`src/rtl/alu_acc.sv`:
```
// Accumulator ALU: single-cycle ops plus optional sequential shift-add multiply.
// Define ALU_ACC_MUL_EN to build the MUL opcode (10); otherwise it decodes as undefined.
module alu_acc #(
    parameter int WIDTH     = 8,
    parameter int MUL_CNT_W = $clog2(WIDTH) + 1
) (
    input  logic             clk,
    input  logic             rst,
    input  logic             start,
    input  logic [3:0]       aluOpe,
    input  logic [WIDTH-1:0] data,
    output logic [WIDTH-1:0] acc,
    output logic             busy,
    output logic             done,
    output logic             zero,
    output logic             carry,
    output logic             err
);

    typedef enum logic [3:0] {
        OP_MOVE = 4'd0,
        OP_INC  = 4'd1,
        OP_ADD  = 4'd2,
        OP_SUB  = 4'd3,
        OP_AND  = 4'd4,
        OP_OR   = 4'd5,
        OP_XOR  = 4'd6,
        OP_NOT  = 4'd7,
        OP_SHL  = 4'd8,
        OP_SHR  = 4'd9,
        OP_MUL  = 4'd10
    } op_e;

    if (WIDTH < 4 || WIDTH > 32) begin : g_bad_width
        $error("alu_acc: WIDTH must be within 4..32");
    end
    if (MUL_CNT_W < $clog2(WIDTH + 1)) begin : g_bad_cnt_w
        $error("alu_acc: MUL_CNT_W too narrow to count WIDTH iterations");
    end

    logic [WIDTH-1:0] acc_q, acc_d;
    logic             zero_q, zero_d;
    logic             carry_q, carry_d;
    logic             done_q, done_d;
    logic             err_q, err_d;

    logic             accept;
    logic             wr;
    logic [WIDTH-1:0] res;
    logic             res_cy;
    logic [WIDTH:0]   sum;
    logic             mul_fin;

`ifdef ALU_ACC_MUL_EN
    typedef enum logic {S_IDLE, S_MUL} state_e;

    state_e                 state_q, state_d;
    logic [MUL_CNT_W-1:0]   cnt_q, cnt_d;
    logic [2*WIDTH-1:0]     mcand_q, mcand_d;
    logic [WIDTH-1:0]       mplier_q, mplier_d;
    logic [2*WIDTH-1:0]     prod_q, prod_d;

    assign busy = (state_q == S_MUL);

    always_ff @(posedge clk or posedge rst) begin
        if (rst) begin
            state_q  <= S_IDLE;
            cnt_q    <= '0;
            mcand_q  <= '0;
            mplier_q <= '0;
            prod_q   <= '0;
        end else begin
            state_q  <= state_d;
            cnt_q    <= cnt_d;
            mcand_q  <= mcand_d;
            mplier_q <= mplier_d;
            prod_q   <= prod_d;
        end
    end

    // One partial product per cycle; the finished product is consumed
    // combinationally on the last iteration so acc updates as busy falls.
    always_comb begin
        state_d  = state_q;
        cnt_d    = cnt_q;
        mcand_d  = mcand_q;
        mplier_d = mplier_q;
        prod_d   = prod_q;
        mul_fin  = 1'b0;
        case (state_q)
            S_IDLE: begin
                if (start && aluOpe == OP_MUL) begin
                    state_d  = S_MUL;
                    cnt_d    = '0;
                    mcand_d  = {{WIDTH{1'b0}}, acc_q};
                    mplier_d = data;
                    prod_d   = '0;
                end
            end
            S_MUL: begin
                prod_d   = mplier_q[0] ? prod_q + mcand_q : prod_q;
                mcand_d  = mcand_q << 1;
                mplier_d = mplier_q >> 1;
                cnt_d    = cnt_q + MUL_CNT_W'(1);
                if (cnt_d == MUL_CNT_W'(WIDTH)) begin
                    state_d = S_IDLE;
                    mul_fin = 1'b1;
                end
            end
            default: state_d = S_IDLE;
        endcase
    end
`else
    assign busy    = 1'b0;
    assign mul_fin = 1'b0;
`endif

    assign accept = start && !busy;

    always_comb begin
        acc_d   = acc_q;
        zero_d  = zero_q;
        carry_d = carry_q;
        done_d  = 1'b0;
        err_d   = 1'b0;
        wr      = 1'b0;
        res     = acc_q;
        res_cy  = 1'b0;
        sum     = '0;
        if (accept) begin
            case (aluOpe)
                OP_MOVE: begin
                    res = data;
                    wr  = 1'b1;
                end
                OP_INC: begin
                    sum    = {1'b0, acc_q} + (WIDTH+1)'(1);
                    res    = sum[WIDTH-1:0];
                    res_cy = sum[WIDTH];
                    wr     = 1'b1;
                end
                OP_ADD: begin
                    sum    = {1'b0, acc_q} + {1'b0, data};
                    res    = sum[WIDTH-1:0];
                    res_cy = sum[WIDTH];
                    wr     = 1'b1;
                end
                OP_SUB: begin
                    res    = acc_q - data;
                    res_cy = (acc_q < data);
                    wr     = 1'b1;
                end
                OP_AND: begin
                    res = acc_q & data;
                    wr  = 1'b1;
                end
                OP_OR: begin
                    res = acc_q | data;
                    wr  = 1'b1;
                end
                OP_XOR: begin
                    res = acc_q ^ data;
                    wr  = 1'b1;
                end
                OP_NOT: begin
                    res = ~acc_q;
                    wr  = 1'b1;
                end
                OP_SHL: begin
                    res    = {acc_q[WIDTH-2:0], 1'b0};
                    res_cy = acc_q[WIDTH-1];
                    wr     = 1'b1;
                end
                OP_SHR: begin
                    res    = {1'b0, acc_q[WIDTH-1:1]};
                    res_cy = acc_q[0];
                    wr     = 1'b1;
                end
`ifdef ALU_ACC_MUL_EN
                OP_MUL: ;
`endif
                default: begin
                    done_d = 1'b1;
                    err_d  = 1'b1;
                end
            endcase
        end
`ifdef ALU_ACC_MUL_EN
        if (mul_fin) begin
            res    = prod_d[WIDTH-1:0];
            res_cy = |prod_d[2*WIDTH-1:WIDTH];
            wr     = 1'b1;
        end
`endif
        if (wr) begin
            acc_d   = res;
            carry_d = res_cy;
            zero_d  = (res == '0);
            done_d  = 1'b1;
        end
    end

    always_ff @(posedge clk or posedge rst) begin
        if (rst) begin
            acc_q   <= '0;
            zero_q  <= 1'b1;
            carry_q <= 1'b0;
            done_q  <= 1'b0;
            err_q   <= 1'b0;
        end else begin
            acc_q   <= acc_d;
            zero_q  <= zero_d;
            carry_q <= carry_d;
            done_q  <= done_d;
            err_q   <= err_d;
        end
    end

    assign acc   = acc_q;
    assign zero  = zero_q;
    assign carry = carry_q;
    assign done  = done_q;
    assign err   = err_q;

endmodule

```
`config.mk`:
```
export PLATFORM = sky130hd
export DESIGN_NAME = alu_acc
export DESIGN_NICKNAME = d
export VERILOG_FILES = /design/src/rtl/alu_acc.sv
export SDC_FILE = /design/constraint.sdc
export NUM_CORES = 1
export LEC_CHECK = 0
export ABC_AREA = 0
export BUFFER_PORTS_ARGS = -buffer_cell sky130_fd_sc_hd__buf_2
export CAP_MARGIN = 5
export CORE_MARGIN = 2
export CORE_UTILIZATION = 35
export DETAILED_ROUTE_END_ITERATION = 10
export GPL_ROUTABILITY_DRIVEN = 0
export HOLD_SLACK_MARGIN = 0.02
export PLACE_DENSITY = 0.52
export REMOVE_ABC_BUFFERS = 1
export SETUP_SLACK_MARGIN = 0.15
export SLEW_MARGIN = 20
export SYNTH_ARGS = -nofsm -noshare
export SYNTH_HDL_FRONTEND = slang
export SYNTH_SLANG_ARGS = --single-unit
export TNS_END_PERCENT = 1
```
`constraint.sdc`:
```
create_clock -name clk -period 3 [get_ports clk]
set_input_delay 0.6 -clock clk [delete_from_list [all_inputs] [get_ports clk]]
set_output_delay 0.6 -clock clk [all_outputs]
set_load 0.01 [all_outputs]
```
==> flow_summary.json <==
{
  "status": "complete, no violations",
  "post-route-min-period_ps": 2710,
  "max-vdd-ir-drop_mv": 0.2051,
  "hold_violations": 0,
  "num_vias": 2377,
  "dpl-instance-area_mm2": 0.002457,
  "fin_setup_tns_ps": 0,
  "total_power_mw": 1.062,
  "fin_crit_sh_pct": 90.33,
  "maxSlewViolCount": 0,
  "cp_max_fo": 2,
  "clock_path_buffers": 2,
  "setup-violations-final": 0,
  "avgSynthCellArea_um2": 7.204,
  "final_cell_area_mm2": 0.002535,
  "htreeDepth": 1,
  "die_width_um": 82.19,
  "hpwlAfterDp_um": 5544,
  "rows": 28,
  "r2r_setup_slack_ps": 330,
  "chipHeight_um": 82.19,
  "n_antenna_cell": 0,
  "cts_root_buf": "clkbuf_8",
  "first_global_vias": 2108,
  "worstSetupPathType": "in2reg",
  "syn-instance-count": 297,
  "ios": 28,
  "setup_ws_ps": 290.0,
  "area_delta_synth_final_pct": 18.48,
  "grt_max_degree": 21,
  "yosys_most_used_dff": "dfrtp_1",
  "start_util_pct": 36.14,
  "ys_ff_latch": 12,
  "pwr_density_cell_mw_per_mm2": 418.8,
  "rsz0062_at_grt": "false",
  "ys_seq_area_share_pct": 14.09,
  "antenna_found_initial": 0,
  "drt-total-wl_um": 7003,
  "io_buffer_count": 26,
  "n_fill_cell": 609,
  "fmax_mhz": 369.0,
  "place_ws_ps": -38.92,
  "critical_path_arrival_ps": 2880,
  "ys_top_cells_by_area": "ha_1 15%, dfrtp_1 13%, inv_1 5.4%, a21oi_1 5.4%, nand2_1 5.1%",
  "grt_overflow": 0,
  "cp-start-kind": "input port",
  "pwr-share-seq_pct": 19.4,
  "cts_hold_buf": 0,
  "cts-buffers-inserted": 3,
  "netlist_area_mm2": 0.002140,
  "switchingPower_mw": 0.4835,
  "cap_viol_max_count": 0,
  "cp-end-kind": "flop",
  "tightest_slew_ps": 568.6,
  "path_clk_slew_ps": 50,
  "cts_tree": "done",
  "holdWs_ps": 362.4,
  "drtPass1Iterations": 6,
  "synth_common_cells": "31 x inv_1, 29 x nand2_1, 26 x ha_1",
  "synth_cell_types": 59,
  "core_area_mm2": 0.005921,
  "clock_latency_ps": 240,
  "fin_skew_ps": 2.400,
  "clkPwrFrac_pct": 16.6,
  "drive_gt1_share_pct": 20.12,
  "p_leak_nw": 1.163,
  "multi_input_area_mm2": 0.001632,
  "synth_top_area_share_pct": 15.20,
  "clock_sinks": 12,
  "synth.most_common_cell": "inv_1",
  "grt_first_pass_wirelength_um": 11000,
  "drc": 0,
  "cp.required_ps": 3170,
  "yosys_warnings": 0,
  "worstHoldPathType": "in2async",
  "p_comb_share_pct": 64.0,
  "synth_top_cell_by_area": "ha_1",
  "drtIter0Drc": 227,
  "grt_use_total_pct": 21.23,
  "regArea_um2": 301.5,
  "die_area_mm2": 0.006754,
  "switching_share_pct": 45.54,
  "wl_per_cell_um": 17.16,
  "synth_edf_count": 0,
  "viasPerCell": 5.826,
  "cellInternalPower_mw": 0.5782,
  "synthArstFlopShare_pct": 100.0,
  "detail-route-antenna-nets": 0,
  "nNetsFinal": 377,
  "max-slew-margin-rel_pct": 61.95
}
cells by family after synthesis:
family	Yosys count	share of synthesized area, %
adder cells (fa/ha/maj)	28	17.08
multiplexers	5	2.924
other	1	0.1753
XOR/XNOR	7	2.866
AO/OA/AOI/OAI	99	30.70
flip-flops	12	14.09
AND/OR/NAND/NOR	92	21.46
buffers and inverters	53	10.70
power groups by stage:
| stage | Sequential, mW | Clock (mW) | Combinational (mW) |
|---|---|---|---|
| after CTS | 0.207 | 0.183 | 0.666 |
| after detailed placement | 0.210 | 0 | 0.661 |
| after global routing | 0.210 | 0.192 | 0.748 |
| after global placement | 0.210 | 0 | 0.665 |
| after floorplan | 0.240 | 0 | 0.376 |
| final | 0.206 | 0.176 | 0.679 |
registers in the layout, indices dropped and copies added (netlist names):
register and flops:
carry 1, err 1, acc 8, zero 1, done 1
through the flow:
step,cells,util [%]
finish,408,42.81
global route,408,42.81
CTS,408,42.43
detailed placement,404,41.50
global placement,404,41.50
floorplan,276,-
worst paths after layout:
check | start | to | depth (start not counted)
min reg2reg | carry | carry | 2
max | data[0] | zero | 11
min | rst | acc[7] | 2
max in group asynchronous | rst | zero | 2
max reg2reg | acc[0] | zero | 11
min in group clk | carry | carry | 2
cells in the final DEF, fill, tap and decap left out, types with 6 or more instances in the layout:
cell type / synthesis / routed
a21oi_1: 23 / 23
nor3_1: 7 / 7
nand3_1: 13 / 13
a31oi_1: 6 / 6
nor2_1: 16 / 16
buf_4: 2 / 27
nand2_1: 29 / 29
o21ai_0: 20 / 20
buf_2: 12 / 26
dfrtp_1: 11 / 11
o211ai_1: 8 / 8
ha_1: 26 / 26
inv_1: 31 / 31
worst max-delay path, cell delays in order:
cell	delay, ps
buf_2	110
ha_1	220
fa_2	350
o21ba_1	220
or4_1	460
a31oi_1	160
a31oi_1	70
mux2i_1	210
a211o_1	120
o21ai_0	100
a32o_2	260
routing by layer:
layer	wire length, um	vias up	share of wire (%)	global-route usage, %
met4	83	0	1.2	2.333
met1	3143	1108	45	30.38
met5	0	-	0	0
met3	519	7	7.4	3.043
met2	3256	121	46	34.76
li1	-	1141	-	-
final cells by class:
cell class / count / area share (%)
repair buffers: 53 / 13.13
flip-flops and latches: 12 / 11.90
well taps: 75 / 3.702
multi-input cells: 232 / 64.36
clock buffers: 4 / 2.172
inverters: 32 / 4.738
repair_timing:
action,4_1_cts,5_1_grt
resized for setup,0,4
setup buffers,0,0
endpoints found under the setup margin,0,2
Power figures use the tool's default switching activity.
